==> config.mk <==
export PLATFORM = sky130hd
export DESIGN_NAME = vga_timing_gen
export DESIGN_NICKNAME = d
export VERILOG_FILES = /design/src/rtl/vga_timing_pkg.sv /design/src/rtl/pixel_clk_div.sv /design/src/rtl/vga_timing_gen.sv
export SDC_FILE = /design/constraint.sdc
export NUM_CORES = 1
export LEC_CHECK = 0
export BUFFER_PORTS_ARGS = -buffer_cell sky130_fd_sc_hd__buf_2
export CORE_UTILIZATION = 62
export CTS_BUF_LIST = sky130_fd_sc_hd__clkbuf_4 sky130_fd_sc_hd__clkbuf_8
export DETAILED_ROUTE_END_ITERATION = 16
export GPL_TIMING_DRIVEN = 0
export PLACE_DENSITY = 0.95
export SLEW_MARGIN = 20
export SYNTH_ARGS = -nofsm -noshare
export SYNTH_HDL_FRONTEND = slang
export SYNTH_SLANG_ARGS = --single-unit
==> constraint.sdc <==
create_clock -name clk -period 4.1 [get_ports clk]
set_input_delay 0.615 -clock clk [delete_from_list [all_inputs] [get_ports clk]]
set_output_delay 0.615 -clock clk [all_outputs]
set_load 0.01 [all_outputs]
==> src/rtl/vga_timing_pkg.sv <==
// Shared raster timing for the display path: default 640x480@60 constants
// and helpers that derive line/frame totals and sync window bounds.
package vga_timing_pkg;

  localparam int unsigned DEF_CLK_DIV  = 4;
  localparam int unsigned DEF_CNT_W    = 10;

  localparam int unsigned DEF_H_ACTIVE = 640;
  localparam int unsigned DEF_H_FP     = 16;
  localparam int unsigned DEF_H_SYNC   = 96;
  localparam int unsigned DEF_H_BP     = 48;

  localparam int unsigned DEF_V_ACTIVE = 480;
  localparam int unsigned DEF_V_FP     = 10;
  localparam int unsigned DEF_V_SYNC   = 2;
  localparam int unsigned DEF_V_BP     = 33;

  function automatic int unsigned span_total(input int unsigned active,
                                             input int unsigned fp,
                                             input int unsigned sync,
                                             input int unsigned bp);
    return active + fp + sync + bp;
  endfunction

  function automatic int unsigned sync_first(input int unsigned active,
                                             input int unsigned fp);
    return active + fp;
  endfunction

  function automatic int unsigned sync_last(input int unsigned active,
                                            input int unsigned fp,
                                            input int unsigned sync);
    return active + fp + sync - 1;
  endfunction

  localparam int unsigned DEF_H_TOTAL  = span_total(DEF_H_ACTIVE, DEF_H_FP, DEF_H_SYNC, DEF_H_BP);
  localparam int unsigned DEF_V_TOTAL  = span_total(DEF_V_ACTIVE, DEF_V_FP, DEF_V_SYNC, DEF_V_BP);
  localparam int unsigned DEF_HS_START = sync_first(DEF_H_ACTIVE, DEF_H_FP);
  localparam int unsigned DEF_HS_END   = sync_last(DEF_H_ACTIVE, DEF_H_FP, DEF_H_SYNC);
  localparam int unsigned DEF_VS_START = sync_first(DEF_V_ACTIVE, DEF_V_FP);
  localparam int unsigned DEF_VS_END   = sync_last(DEF_V_ACTIVE, DEF_V_FP, DEF_V_SYNC);

endpackage

==> src/rtl/pixel_clk_div.sv <==
// Pixel-rate enable generator: tick_o pulses once every CLK_DIV enabled clocks.
// The count freezes while en_i is low so a paused raster resumes mid-pixel.
module pixel_clk_div #(
  parameter int unsigned CLK_DIV = 4
) (
  input  logic clk,
  input  logic rst_n,
  input  logic en_i,
  output logic tick_o
);

  localparam int unsigned DIV_W = (CLK_DIV > 1) ? $clog2(CLK_DIV) : 1;
  localparam logic [DIV_W-1:0] DIV_LAST = DIV_W'(CLK_DIV - 1);

  logic [DIV_W-1:0] div_q, div_d;

  assign tick_o = en_i && (div_q == DIV_LAST);

  always_comb begin
    div_d = div_q;
    if (en_i) div_d = tick_o ? '0 : div_q + 1'b1;
  end

  always_ff @(posedge clk or negedge rst_n) begin
    if (!rst_n) div_q <= '0;
    else        div_q <= div_d;
  end

endmodule

==> src/rtl/vga_timing_gen.sv <==
// Raster timing generator: pixel divider, h/v counters, sync, active-video and
// line/frame strobes. Every output is registered from the next counter values.
module vga_timing_gen
  import vga_timing_pkg::*;
#(
  parameter int unsigned CLK_DIV   = DEF_CLK_DIV,
  parameter int unsigned CNT_W     = DEF_CNT_W,
  parameter int unsigned H_ACTIVE  = DEF_H_ACTIVE,
  parameter int unsigned H_FP      = DEF_H_FP,
  parameter int unsigned H_SYNC    = DEF_H_SYNC,
  parameter int unsigned H_BP      = DEF_H_BP,
  parameter int unsigned V_ACTIVE  = DEF_V_ACTIVE,
  parameter int unsigned V_FP      = DEF_V_FP,
  parameter int unsigned V_SYNC    = DEF_V_SYNC,
  parameter int unsigned V_BP      = DEF_V_BP,
  parameter bit          HSYNC_POL = 1'b0,
  parameter bit          VSYNC_POL = 1'b0
) (
  input  logic             clk,
  input  logic             rst_n,
  input  logic             en,
  output logic [CNT_W-1:0] h_count,
  output logic [CNT_W-1:0] v_count,
  output logic             hsync,
  output logic             vsync,
  output logic             video_on,
  output logic             pixel_stb,
  output logic             line_start,
  output logic             frame_start
);

  localparam int unsigned H_TOTAL = span_total(H_ACTIVE, H_FP, H_SYNC, H_BP);
  localparam int unsigned V_TOTAL = span_total(V_ACTIVE, V_FP, V_SYNC, V_BP);

  localparam logic [CNT_W-1:0] H_LAST   = CNT_W'(H_TOTAL - 1);
  localparam logic [CNT_W-1:0] V_LAST   = CNT_W'(V_TOTAL - 1);
  localparam logic [CNT_W-1:0] H_ACT_C  = CNT_W'(H_ACTIVE);
  localparam logic [CNT_W-1:0] V_ACT_C  = CNT_W'(V_ACTIVE);
  localparam logic [CNT_W-1:0] HS_START = CNT_W'(sync_first(H_ACTIVE, H_FP));
  localparam logic [CNT_W-1:0] HS_END   = CNT_W'(sync_last(H_ACTIVE, H_FP, H_SYNC));
  localparam logic [CNT_W-1:0] VS_START = CNT_W'(sync_first(V_ACTIVE, V_FP));
  localparam logic [CNT_W-1:0] VS_END   = CNT_W'(sync_last(V_ACTIVE, V_FP, V_SYNC));

  logic             tick;
  logic [CNT_W-1:0] h_q, h_d, v_q, v_d;
  logic             hsync_q, vsync_q, video_on_q;
  logic             pixel_stb_q, line_start_q, frame_start_q;

  pixel_clk_div #(
    .CLK_DIV (CLK_DIV)
  ) u_div (
    .clk    (clk),
    .rst_n  (rst_n),
    .en_i   (en),
    .tick_o (tick)
  );

  always_comb begin
    h_d = h_q;
    v_d = v_q;
    if (tick) begin
      if (h_q < H_LAST) begin
        h_d = h_q + 1'b1;
      end else begin
        h_d = '0;
        v_d = (v_q < V_LAST) ? v_q + 1'b1 : '0;
      end
    end
  end

  // Levels decode from the next position so they land on the same edge as the counters.
  always_ff @(posedge clk or negedge rst_n) begin
    if (!rst_n) begin
      h_q           <= '0;
      v_q           <= '0;
      hsync_q       <= ~HSYNC_POL;
      vsync_q       <= ~VSYNC_POL;
      video_on_q    <= 1'b1;
      pixel_stb_q   <= 1'b0;
      line_start_q  <= 1'b0;
      frame_start_q <= 1'b0;
    end else begin
      h_q           <= h_d;
      v_q           <= v_d;
      hsync_q       <= (h_d >= HS_START && h_d <= HS_END) ? HSYNC_POL : ~HSYNC_POL;
      vsync_q       <= (v_d >= VS_START && v_d <= VS_END) ? VSYNC_POL : ~VSYNC_POL;
      video_on_q    <= (h_d < H_ACT_C) && (v_d < V_ACT_C);
      pixel_stb_q   <= tick;
      line_start_q  <= tick && (h_d == '0);
      frame_start_q <= tick && (h_d == '0) && (v_d == '0);
    end
  end

  assign h_count     = h_q;
  assign v_count     = v_q;
  assign hsync       = hsync_q;
  assign vsync       = vsync_q;
  assign video_on    = video_on_q;
  assign pixel_stb   = pixel_stb_q;
  assign line_start  = line_start_q;
  assign frame_start = frame_start_q;

endmodule

Word-level counts from Yosys, hierarchy flattened
Index checks and enable logic that the tools add are counted.
Widths: inputs -> output; s select.
{"block": "op_classes", "muxes": 8, "n_reduce_logical": 8, "n_eq_ne": 1, "add_sub_neg": 3, "order_cmp": 8}
{"operator": "$mux 10", "n": 5}
{"operator": "$lt 10x10->1 const B", "n": 3}
{"operator": "$add 10x1->10 const B", "n": 2}
{"operator": "$logic_not 10->1", "n": 2}
{"operator": "$ge 10x10->1 const B", "n": 1}
{"operator": "$ge 10x9->1 const B", "n": 1}
{"operator": "$le 10x10->1 const B", "n": 1}
{"operator": "$le 10x9->1 const B", "n": 1}
{"operator": "$lt 10x9->1 const B", "n": 1}
{"operator": "$logic_and 1x1->1", "n": 6}
{"operator": "$add 2x1->2 const B", "n": 1}
{"operator": "$eq 2x2->1 const B", "n": 1}
{"operator": "$mux 1", "n": 2}
{"operator": "$mux 2", "n": 1}
{"block": "totals", "reg_bits": 28}

Longest topological paths before layout
Gate-level depths: netlist of run 1.
{"block": "depth", "depth_word": 7, "ltp_mapped": 8}

Hierarchy
A second synthesis of run 1 with hierarchy kept.
{"block": "unflattened", "cells_unflattened": 196, "area_unflattened_um2": 1715.4}
{"mod": "vga_timing_gen", "area_per_inst_um2": 1619.1, "cells_each": 189, "n_inst": 1}
{"mod": "pixel_clk_div", "area_per_inst_um2": 96.3, "cells_each": 7, "n_inst": 1}

Least setup slack after synthesis of run 1
No wires, ideal clock.
{"block": "synth_timing", "kind": "input -> register", "startpoint": "in en", "endpoint": "reg frame_start_q, in the netlist frame_start", "setup_time_ps": 68, "n_path_buf": 1, "cell_stages": 7, "arrival_ps": 2157, "setup_slack_ps": 1875, "t_required_ps": 4032, "path_cell_list": "buf_2 nand3_4 nor4b_2 nor3_1 o41a_1 a2111oi_4 and4b_1"}
{"block": "synth_via", "elab_chain_len": 5}
{"item": "start: declaration", "line_no": "vga_timing_gen.sv:21", "text": "input logic en,"}
{"item": "$logic_and 1x1->1 (*)", "line_no": "pixel_clk_div.sv:17", "text": "assign tick_o = en_i && (div_q == DIV_LAST);"}
{"item": "$mux 10", "line_no": "vga_timing_gen.sv:61", "text": "if (tick) begin"}
{"item": "$logic_not 10->1", "line_no": "vga_timing_gen.sv:90", "text": "frame_start_q <= tick && (h_d == '0) && (v_d == '0);"}
{"item": "$logic_and 1x1->1", "line_no": "vga_timing_gen.sv:90"}
{"item": "$logic_and 1x1->1 (*)", "line_no": "vga_timing_gen.sv:90"}
{"item": "end signal: assignment", "line_no": "vga_timing_gen.sv:90"}
{"item": "end: declaration", "line_no": "vga_timing_gen.sv:47", "text": "logic pixel_stb_q, line_start_q, frame_start_q;"}
Mark *: on every way between the ends. The rest lies on a longest branch, timed or not.
A chain may end at the register's enable or synchronous reset.

Final worst setup path of run 1
{"block": "layout_timing", "startpoint": "reg h_q[0], in the netlist h_count[0]", "endpoint": "reg frame_start_q, in the netlist frame_start"}
{"item": "start: declaration", "line_no": "vga_timing_gen.sv:45", "text": "logic [CNT_W-1:0] h_q, h_d, v_q, v_d;"}
{"item": "start signal: assignment", "line_no": "vga_timing_gen.sv:74", "text": "h_q <= '0;"}
{"item": "start signal: assignment", "line_no": "vga_timing_gen.sv:83", "text": "h_q <= h_d;"}
{"item": "$lt 10x10->1", "line_no": "vga_timing_gen.sv:62", "text": "if (h_q < H_LAST) begin"}
{"item": "$mux 10", "line_no": "vga_timing_gen.sv:62"}
{"item": "$mux 10", "line_no": "vga_timing_gen.sv:61"}
{"item": "net v_d[9]", "line_no": "vga_timing_gen.sv:45"}
{"item": "$logic_not 10->1", "line_no": "vga_timing_gen.sv:90"}
{"item": "$logic_and 1x1->1", "line_no": "vga_timing_gen.sv:90"}
The timed path passes the listed nets, and every way through them passes these cells.

==> metrics.md, run 1 <==
| Metric | Value |
|---|---|
| Outcome | complete, no violations |
| Critical setup path kind | reg -> reg |
| Num CTS Buffers | 3 |
| Post-route antenna net violation count | 0 |
| Xor and xnor area share after synthesis | 3.640% |
| Final worst-path cycle share | 61.64% |
| Largest net degree at the start of global routing | 29 |
| Mux contribution to synthesized area | 1.932% |
| YS warnings | 0 |
| Post-synthesis cell type count | 49 |
| Leakage | 0.8500 nW |
| Clk pin slew, worst setup/hold paths | between 0.1 and 0.15 ns |
| Crit path arrival time | 2.76 ns |
| Post-Place Worst Slack | around 1.6 ns |
| EDFF count, synth | 0 |
| Die width | 54.12 um |
| Initial DRC Count | 88 |
| Clock sinks | 28 |
| Avg Synthesized Cell Area | 9.461 um^2 |
| Post-CTS Setup Bufs | 0 |
| Die area | between 2000 and 3000 um^2 |
| Layout Nets | 216 |
| Routing usage on met1 | between 40% and 50% |
| Setup Skew | approximately 0.0055 ns |
| CP startpoint kind | flop |
| Pre-antenna DRT Iters | 5 |
| Quantity of I/O buffers inserted on ports | 27 |
| Placed inst area | 1857 um^2 |
| Top cell type's share of synthesized area | between 30% and 40% |
| Post-Syn Instances | about 180 |
| RSZ-0062 raised after global routing | false |
| Most frequent cells in the layout | buf_2 (32), dfrtp_1 (25), nand2_1 (18), nor2_1 (16), o21ai_0 (14) |
| Worst Tran Pin Value | 0.6145 ns |
| Clock Path Buffers | 2 |
| Slowest stage delay, CP | 0.50 ns |
| Final setup vio count | 0 |
| Final worst setup slack | 1.573 ns |
| Worst IR Drop VDD | 0.3298 mV |
| FF+latch count, synth | 28 |
| CP cell instances | ha_1 -> and4_1 -> o211ai_1 -> or4_1 -> a21oi_1 -> nor4_1 -> and4b_1 |
| Worst path slowest cell | or4_1 |
| CP Max Fanout | 8 |
| Total power | roughly 0.63 mW |
| Post-Syn Nets | 184 |
| Post-DP HPWL | between 2000 and 3000 um |
| Main combinational cell family by area after synthesis | simple AND/OR/NAND/NOR gates |
| Slew HR | slightly below 60% |
| Min-delay worst type | in -> async |
| Hold Fails Final Rpt | 0 |
| Layout cells sized above 1 | approximately 25% |
| Fill count | 188 |
| CP bufs+invs | 0 |
| CP delay by family, top | simple AND/OR/NAND/NOR gates |
| Post-synthesis compound-gate area fraction | 20.65% |
| Antenna violations before repair | 0 |
| Async S/R FF share, synth | 100.0% |
| GR Util met2 | 51.02% |
| Height of the chip | 54.12 um |
| Synth Cell Area | 1684 um^2 |
| Clock latency on the worst-skew pair | 0.33 ns |
| Gr busiest metal | met2 |
| First-pass GRT wire length | 6430 um |
| CTS resizes | 0 |
| Hold_buf cts | 0 |
| Min Tclk post-route | between 2 and 3 ns |
| DRC viols | 0 |
| Setup TNS | 0 ns |
| Pwr dens | 333.9 nW/um^2 |
| CTS tree | done |
| Met3 usage | 3.672% |
| Synth Area in Adders | 2.229% |
| Std cell rows | 18 |
| Initial Utilization | 66.77% |
| Ant. Diodes | 0 |
| Clk root buf | clkbuf_4 |
| WL/cell | 16.64 um |
| Max frequency | 395.7 MHz |
| Smallest hold slack | 0.2756 ns |
| Core area | around 2500 um^2 |
| DR vias | around 1,600 |
| Commonest non-fill, non-tap cell in the layout | buf_2 |
| GRT overflow | 0 |
| Final wirelength | roughly 4000 um |
| GRT Total Usage | 30.79% |
| Routability congestion estimate | 0.8761 |
| Sequential fraction of the synthesis area | 41.83% |
| Finished layout cell area | between 1500 and 2000 um^2 |
| H-tree levels | 1 |
| Post-synth top flop | dfrtp_1 |
| CP Capture Type | flop |
| Boundary Pins | 29 |
| Post-synthesis simple-gate area fraction | 26.23% |
| DR vias/cell | 6.611 |
| Area delta synth->final | 12.04% |
| Number of max-cap violations | 0 |
| Slew Viols, Final | 0 |
| Area leader, netlist | dfrtp_1 |
| Required time worst endpoint | 4.33 ns |
| Vias in the first global route | 1,400 |
| Synth top area cells | dfrtp_1 (37%), dfstp_2 (4.7%), o21ai_0 (4.2%) |
==> cell usage after synthesis (3+ instances only) <==
cell type	n
dfrtp_1	25
nand2_1	18
nor2_1	16
o21ai_0	14
nor3_1	8
nand3_1	7
xnor2_1	7
a21oi_1	6
a31oi_1	5
buf_2	5
inv_1	5
nand4_1	5
and3_1	4
and4_1	3
dfstp_2	3
ha_1	3
or3_1	3
==> worst reg2reg max path, stage by stage (launching register included) <==
cell      delay, ns
dfrtp_1        0.48
ha_1           0.34
and4_1         0.33
o211ai_1       0.17
or4_1          0.50
a21oi_1        0.28
nor4_1         0.10
and4b_1        0.23
==> path summary, 6_finish.rpt <==
check	startpoint	end	slack (ns)	cells after the start
min in group clk	u_div.div_q[0]	u_div.div_q[0]	0.50	1
max in group asynchronous	rst_n	h_count[9]	3.42	1
hold / removal	rst_n	pixel_stb	0.28	1
setup reg to reg	h_count[0]	frame_start	1.57	7
hold reg to reg	u_div.div_q[0]	u_div.div_q[0]	0.50	1
setup / recovery	h_count[0]	frame_start	1.57	7
==> stage by stage <==
stage                     utilization, %  cells
after floorplan                        -    178
after global placement             73.61    235
after detailed placement           73.61    235
after CTS                          74.80    239
after global routing               74.80    239
final                              74.80    239
==> sequential cells by signal, indices dropped and copies added (netlist names) <==
| register | cells |
|---|---|
| line_start | 1 |
| vsync | 1 |
| h_count | 10 |
| hsync | 1 |
| frame_start | 1 |
| video_on | 1 |
| pixel_stb | 1 |
| u_div.div_q | 2 |
| v_count | 10 |
==> power breakdown <==
part | switching (mW) | internal [mW] | total (mW)
Sequential | 0.0249 | 0.305 | 0.330
Combinational | 0.106 | 0.0713 | 0.178
Clock | 0.0776 | 0.0448 | 0.122
Total | 0.209 | 0.421 | 0.630
==> metal layers <==
metal	part of all wire [%]	routed length, um
met2	50	1982
met4	2.4	94
met3	7.4	294
met1	40	1606
met5	0	0
==> layout make-up <==
class	count	area [um^2]	area share, %
Tap cell	30	37.54	1.989
Multi-Input combinational cell	137	920.9	48.81
Buffer	8	40.04	2.122
Clock buffer	4	30.03	1.592
Sequential cell	28	704.4	37.33
Timing Repair Buffer	27	135.1	7.162
Inverter	5	18.77	0.9947
==> kinds of logic (layout without fill, tap and decap cells) <==
family / Yosys count / in the layout
multiplexers: 3 / 3
adder cells (fa/ha/maj): 3 / 3
XOR/XNOR: 7 / 7
AO/OA/AOI/OAI: 45 / 45
buffers and inverters: 13 / 44
AND/OR/NAND/NOR: 79 / 79
flip-flops: 28 / 28
(Power assumes the default switching activity.)
==> run 2, diff against run 1 <==
CORE_UTILIZATION = 58   (was 62)
PLACE_DENSITY = 0.92   (was 0.95)
clock period = 2.6 ns   (was 4.1 ns; I/O delays follow)
==> run 2 against run 1 <==
  * Via count decreased by 5.0%
  * Cell count increased by 0.42%
  * First-iteration DRC count decreased by 43%
  * Global-route usage fell by 7.3 points
  * Count of clock-buffer cells in the layout unchanged
  * Clock power grew 69%
  * Flip-flop and latch count did not move
  * Routed wire length down 12%
  * Clock skew decreased by 0.0014 ns
  * Core utilization shrank 6.1 points
  * Combinational power grew 52%
  * Sequential share of layout area shrank 0.15 points
==> metrics.md, run 2 (synthesized netlist as in run 1, its figures left out) <==
| Metric | Value |
|---|---|
| Core area | 2758 um^2 (+9.3%) |
| Post-CTS Setup Bufs | 0 (unchanged) |
| NetSw | 0.3167 mW (+52%) |
| Final wirelength | 3486 um (-12%) |
| Setup TNS | 0 ns (unchanged) |
| CP Max Fanout | 8 (unchanged) |
| DRC viols | 0 (unchanged) |
| Power Internal | 0.6781 mW (+61%) |
| Worst R2R End | frame_start |
| Setup Skew | 0.004063 ns (-0.001389 ns) |
| Most frequent cells in the layout | buf_2 (32), dfrtp_1 (25), nand2_1 (18), nor2_1 (16), o21ai_0 (14) |
| Pwr dens | 525.2 nW/um^2 (+57%) |
| GRT overflow | 0 (unchanged) |
| DR vias | 1,501 (-5.0%) |
| Crit path arrival time | 2.68 ns (-0.08 ns) |
| Critical setup path kind | reg -> reg |
| RSZ-0062 raised after global routing | false |
| Reg2reg start | h_count[0] |
| CP cell instances | ha_1 -> and4_1 -> o211ai_1 -> or4_1 -> a21oi_1 -> nor4_1 -> and4b_1 |
| Max frequency | 407.5 MHz (+3.0%) |
| Clk pin slew, worst setup/hold paths | 0.14 ns (about the same) |
| Die area | 3123 um^2 (+6.6%) |
| Placed inst area | 1858 um^2 (about the same) |
| Required time worst endpoint | 2.82 ns (-1.51 ns) |
| Slew Viols, Final | 0 (unchanged) |
| Quantity of I/O buffers inserted on ports | 27 (unchanged) |
| DR vias/cell | 6.254 (-5.4%) |
| Slew HR | 59.83% (+0.79 points) |
| Antenna violations before repair | 0 (unchanged) |
| Num CTS Buffers | 3 (unchanged) |
| Worst R2R Setup Slack | 0.15 ns (-1.43 ns) |
| Reg power frac | 52.0% (-0.4 points) |
| Leakage | 0.8526 nW (+0.30%) |
| Post-DP HPWL | 2588 um (-8.8%) |
| Commonest non-fill, non-tap cell in the layout | buf_2 |
| Finished layout cell area | 1894 um^2 (+0.40%) |
| Final worst-path cycle share | 94.40% (+33 points) |
| Vias in the first global route | 1,331 (-4.9%) |
| Clk pwr share | 20.7% (+1.3 points) |
| Core Util, Final | 68.69% (-6.1 points) |
| Clock sinks | 28 (unchanged) |
| Ant. Diodes | 0 (unchanged) |
| Outcome | complete, no violations |
| Post-route antenna net violation count | 0 (unchanged) |
| Clk root buf | clkbuf_4 |
| Logic gate share of total power | 27.3% (-0.9 points) |
| CP Capture Type | flop |
| Switching share of power | 31.84% (-1.3 points) |
| Boundary Pins | 29 (unchanged) |
| Worst Tran Pin Value | 0.6026 ns (-0.01190 ns) |
| Min Tclk post-route | 2.454 ns (-0.07292 ns) |
| Std cell rows | 19 (+1) |
| CTS tree | done |
| Hold Fails Final Rpt | 0 (unchanged) |
| Hold_buf cts | 0 (unchanged) |
| Initial Utilization | 61.07% (-5.7 points) |
| CP Launch Point | h_count[0] |
| Reg2Reg Depth | 7 (unchanged) |
| Initial DRC Count | 50 (-43%) |
| GRT Total Usage | 23.51% (-7.3 points) |
| Layout cells sized above 1 | 24.88% (unchanged) |
| H-tree levels | 1 (unchanged) |
| Height of the chip | 55.89 um (+3.3%) |
| Clock Path Buffers | 2 (unchanged) |
| WL/cell | 14.53 um (-13%) |
| Pre-antenna DRT Iters | 4 (-1) |
| Worst IR Drop VDD | 0.5090 mV (+54%) |
| Worst path slowest cell | or4_1 |
| Min-delay worst type | in -> async |
| CP startpoint kind | flop |
| Area delta synth->final | 12.48% |
| Number of max-cap violations | 0 (unchanged) |
| Die width | 55.89 um (+3.3%) |
| First-pass GRT wire length | 5954 um (-7.4%) |
| CTS resizes | 0 (unchanged) |
| Final setup vio count | 0 (unchanged) |
| Largest net degree at the start of global routing | 29 (unchanged) |
| Layout Nets | 216 (unchanged) |
| Clock latency on the worst-skew pair | 0.32 ns (about the same) |
| Slowest stage delay, CP | 0.50 ns (about the same) |
| Routability congestion estimate | 0.8829 (+0.78%) |
-- run 2: power by group through the flow --
| stage | sequential, mW | clock (mW) | combinational (mW) |
|---|---|---|---|
| floorplan | 0.539 | 0 | 0.177 |
| global placement | 0.524 | 0 | 0.263 |
| detailed placement | 0.527 | 0 | 0.272 |
| CTS | 0.518 | 0.217 | 0.272 |
| global route | 0.522 | 0.228 | 0.305 |
| finish | 0.517 | 0.206 | 0.271 |
-- run 2: how the worst max path moves through the flow --
stage          depth (start not counted)           to
2_1_floorplan                          7  frame_start
3_3_place_gp                           7  frame_start
3_5_place_dp                           7  frame_start
4_1_cts                                7  frame_start
5_1_grt                                7  frame_start
6_report                               7  frame_start
-- run 2: layer usage --
layer	share of wire (%)	routed length, um	GRT usage, %	up-vias
li1	-	-	-	725
met1	46	1595	31.76	714
met2	48	1683	39.41	58
met3	4.9	171	2.326	4
met4	1.0	35	8.711	0
met5	0	0	0	-
-- run 2: metrics by stage --
| step | instances | setup slack (ns) | power [mW] | hold WS [ns] |
|---|---|---|---|---|
| after floorplan | 178 | 0.3949 | 0.7156 | 0.09441 |
| final | 240 | 0.1457 | 0.9948 | 0.05502 |
| after CTS | 240 | 0.1597 | 1.008 | 0.05978 |
| after global placement | 236 | 0.2553 | 0.7874 | 0.4270 |
| after global routing | 240 | 0.01765 | 1.055 | 0.09790 |
| after detailed placement | 236 | 0.2040 | 0.7989 | 0.4329 |
-- run 2: final cells by class --
class	count	area, um^2
multi-input combinational	137	920.9
sequential	28	704.4
clock buffer	4	36.28
buffer	8	40.04
fill	242	863.3
tap	31	38.79
inverter	5	18.77
timing repair buffer	27	135.1
-- run 2: critical path, delay by kind of cell (launching register included) --
kind	cells	cell delay, ns
and+or+nand+nor	4	1.12
DFF	1	0.47
AOI/OAI and AO/OA	2	0.44
adders and majority gates	1	0.33
==> run 3, diff against run 2 <==
GPL_TIMING_DRIVEN = unset   (was 0)
clock period = 2.7 ns   (was 2.6 ns; I/O delays follow)
==> run 3 against run 2 <==
  * Die area is the same
  * Sequential share of layout area grew 0.37 points
  * Flip-flop and latch count unchanged
  * Worst hold slack improved by 0.010 ns
  * Core utilization is 0.68 points lower
  * Power increased by 3.0%
  * Cell area is 0.99% lower
  * Largest power group unchanged
  * Non-clock buffer count is 7 lower
  * Fmax up 0.82%
==> metrics.md, run 3 (synthesized netlist as in run 1, its figures left out) <==
| Metric | Value |
|---|---|
| Hold Fails Final Rpt | 0 (unchanged) |
| Clk root buf | clkbuf_4 |
| CP delay by family, top | compound AO/OA/AOI/OAI gates |
| Worst path slowest cell | dfrtp_1 |
| CP Max Fanout | 8 (unchanged) |
| GRT Total Usage | 25.30% (+1.8 points) |
| Post-DP HPWL | 2697 um (+4.2%) |
| Crit path arrival time | 2.69 ns (about the same) |
| Clock sinks | 28 (unchanged) |
| CTS resizes | 0 (unchanged) |
| Hold_buf cts | 0 (unchanged) |
| Most frequent cells in the layout | buf_2 (28), dfrtp_1 (25), nand2_1 (18), nor2_1 (16), o21ai_0 (14) |
| M1 WL | 1558 um (-2.3%) |
| Final worst-path cycle share | 90.16% (-4.2 points) |
| RSZ-0062 raised after global routing | false |
| Clock latency on the worst-skew pair | 0.32 ns (about the same) |
| Number of max-cap violations | 0 (unchanged) |
| Finished layout cell area | 1876 um^2 (-0.99%) |
| Slew HR | 59.27% (-0.56 points) |
| H-tree levels | 1 (unchanged) |
| CP bufs+invs | 0 (unchanged) |
| Setup Skew | 0.001775 ns (-0.002288 ns) |
| Num CTS Buffers | 3 (unchanged) |
| First-pass GRT wire length | 6292 um (+5.7%) |
| Vias in the first global route | 1,349 (+1.4%) |
| Quantity of I/O buffers inserted on ports | 28 (+3.7%) |
| Layout Nets | 209 (-3.2%) |
| Clock Path Buffers | 2 (unchanged) |
| Max layer used | met4 |
| DR vias | 1,492 (-0.60%) |
| Boundary Pins | 29 (unchanged) |
| Ant. Diodes | 0 (unchanged) |
| CTS tree | done |
| Core area | 2758 um^2 (unchanged) |
| Die area | 3123 um^2 (unchanged) |
| DR vias/cell | 6.403 (+2.4%) |
| Post-route antenna net violation count | 0 (unchanged) |
| Commonest non-fill, non-tap cell in the layout | buf_2 |
| Final setup vio count | 0 (unchanged) |
| Clk pin slew, worst setup/hold paths | 0.14 ns (about the same) |
| Height of the chip | 55.89 um (unchanged) |
| Layout cells sized above 1 | 23.27% (-1.6 points) |
| Worst Tran Pin Value | 0.6110 ns (+0.008450 ns) |
| Largest net degree at the start of global routing | 29 (unchanged) |
| Pre-antenna DRT Iters | 4 (unchanged) |
| Min-delay worst type | in -> async |
| Min Tclk post-route | 2.434 ns (-0.02001 ns) |
| WL met2 | 1773 um (+5.3%) |
| WL/cell | 15.67 um (+7.9%) |
| Area delta synth->final | 11.37% |
| Pwr dens | 546.4 nW/um^2 (+4.0%) |
| Required time worst endpoint | 2.96 ns (+0.14 ns) |
| # placed instances | 229 (-3.0%) |
| Die width | 55.89 um (unchanged) |
| Leakage | 0.8307 nW (-2.6%) |
| CP startpoint kind | flop |
| Layout Cells excl Fill | 233 (-2.9%) |
| Slowest stage delay, CP | 0.46 ns (-0.04 ns) |
| DRC viols | 0 (unchanged) |
| Setup TNS | 0 ns (unchanged) |
| Critical setup path kind | reg -> reg |
| Met3 wire len | 263 um (+54%) |
| Slew Viols, Final | 0 (unchanged) |
| Placed inst area | 1823 um^2 (-1.9%) |
| Post-CTS Setup Bufs | 0 (unchanged) |
| GRT overflow | 0 (unchanged) |
| Core Util, Final | 68.01% (-0.68 points) |
| Max frequency | 410.8 MHz (+0.82%) |
| CP Capture Type | flop |
| Fill count | 219 (-9.5%) |
| Outcome | complete, no violations |
| Worst IR Drop VDD | 0.5076 mV (-0.28%) |
| Std cell rows | 19 (unchanged) |
| Antenna violations before repair | 0 (unchanged) |
| CP cell instances | ha_1 -> nand4_1 -> a21boi_0 -> a31oi_1 -> a21oi_1 -> nor3b_1 -> nand3_1 |
| Routability congestion estimate | 0.8847 (+0.20%) |
| Initial Utilization | 61.07% (unchanged) |
| Initial DRC Count | 68 (+36%) |
| Final wirelength | 3650 um (+4.7%) |
-- run 3: area by class of cell --
class	instances	area, um^2	share of cell area [%]
clock inverter	1	30.03	1.601
tap	31	38.79	2.068
multi-input combinational	137	920.9	49.10
timing repair buffer	28	140.1	7.472
sequential	28	704.4	37.56
inverter	5	18.77	1.001
clock buffer	3	22.52	1.201
-- run 3: worst paths after layout --
check / startpoint / endpoint / slack (ns) / depth (start not counted)
max in group asynchronous: rst_n / v_count[7] / 2.24 / 1
min reg2reg: u_div.div_q[0] / u_div.div_q[0] / 0.49 / 1
min in group clk: en / u_div.div_q[0] / 0.39 / 2
max: h_count[0] / vsync / 0.27 / 7
max reg2reg: h_count[0] / vsync / 0.27 / 7
min: rst_n / h_count[1] / 0.07 / 1
-- run 3: routing by layer --
metal  track usage [%]  vias up
met5                 0        -
met4             8.014        0
met3             3.023        6
met2             43.20       68
met1             33.79      703
li1                  -      715
-- run 3: power by group --
group          switching (mW)  total, mW  internal (mW)  leakage [nW]
Clock                   0.120      0.270          0.150        0.0279
Sequential             0.0608      0.524          0.463         0.360
Combinational           0.131      0.230         0.0993         0.442
Total                   0.312       1.02          0.713         0.831
-- run 3: stage by stage --
step	worst slack [ns]	power [mW]	hold WS [ns]
4_1_cts	0.3141	1.033	0.07451
6_report	0.2657	1.025	0.06549
5_1_grt	0.05916	1.089	0.09652
2_1_floorplan	0.4949	0.6891	0.1094
3_3_place_gp	0.3586	0.7551	0.4427
3_5_place_dp	0.3151	0.7619	0.4488
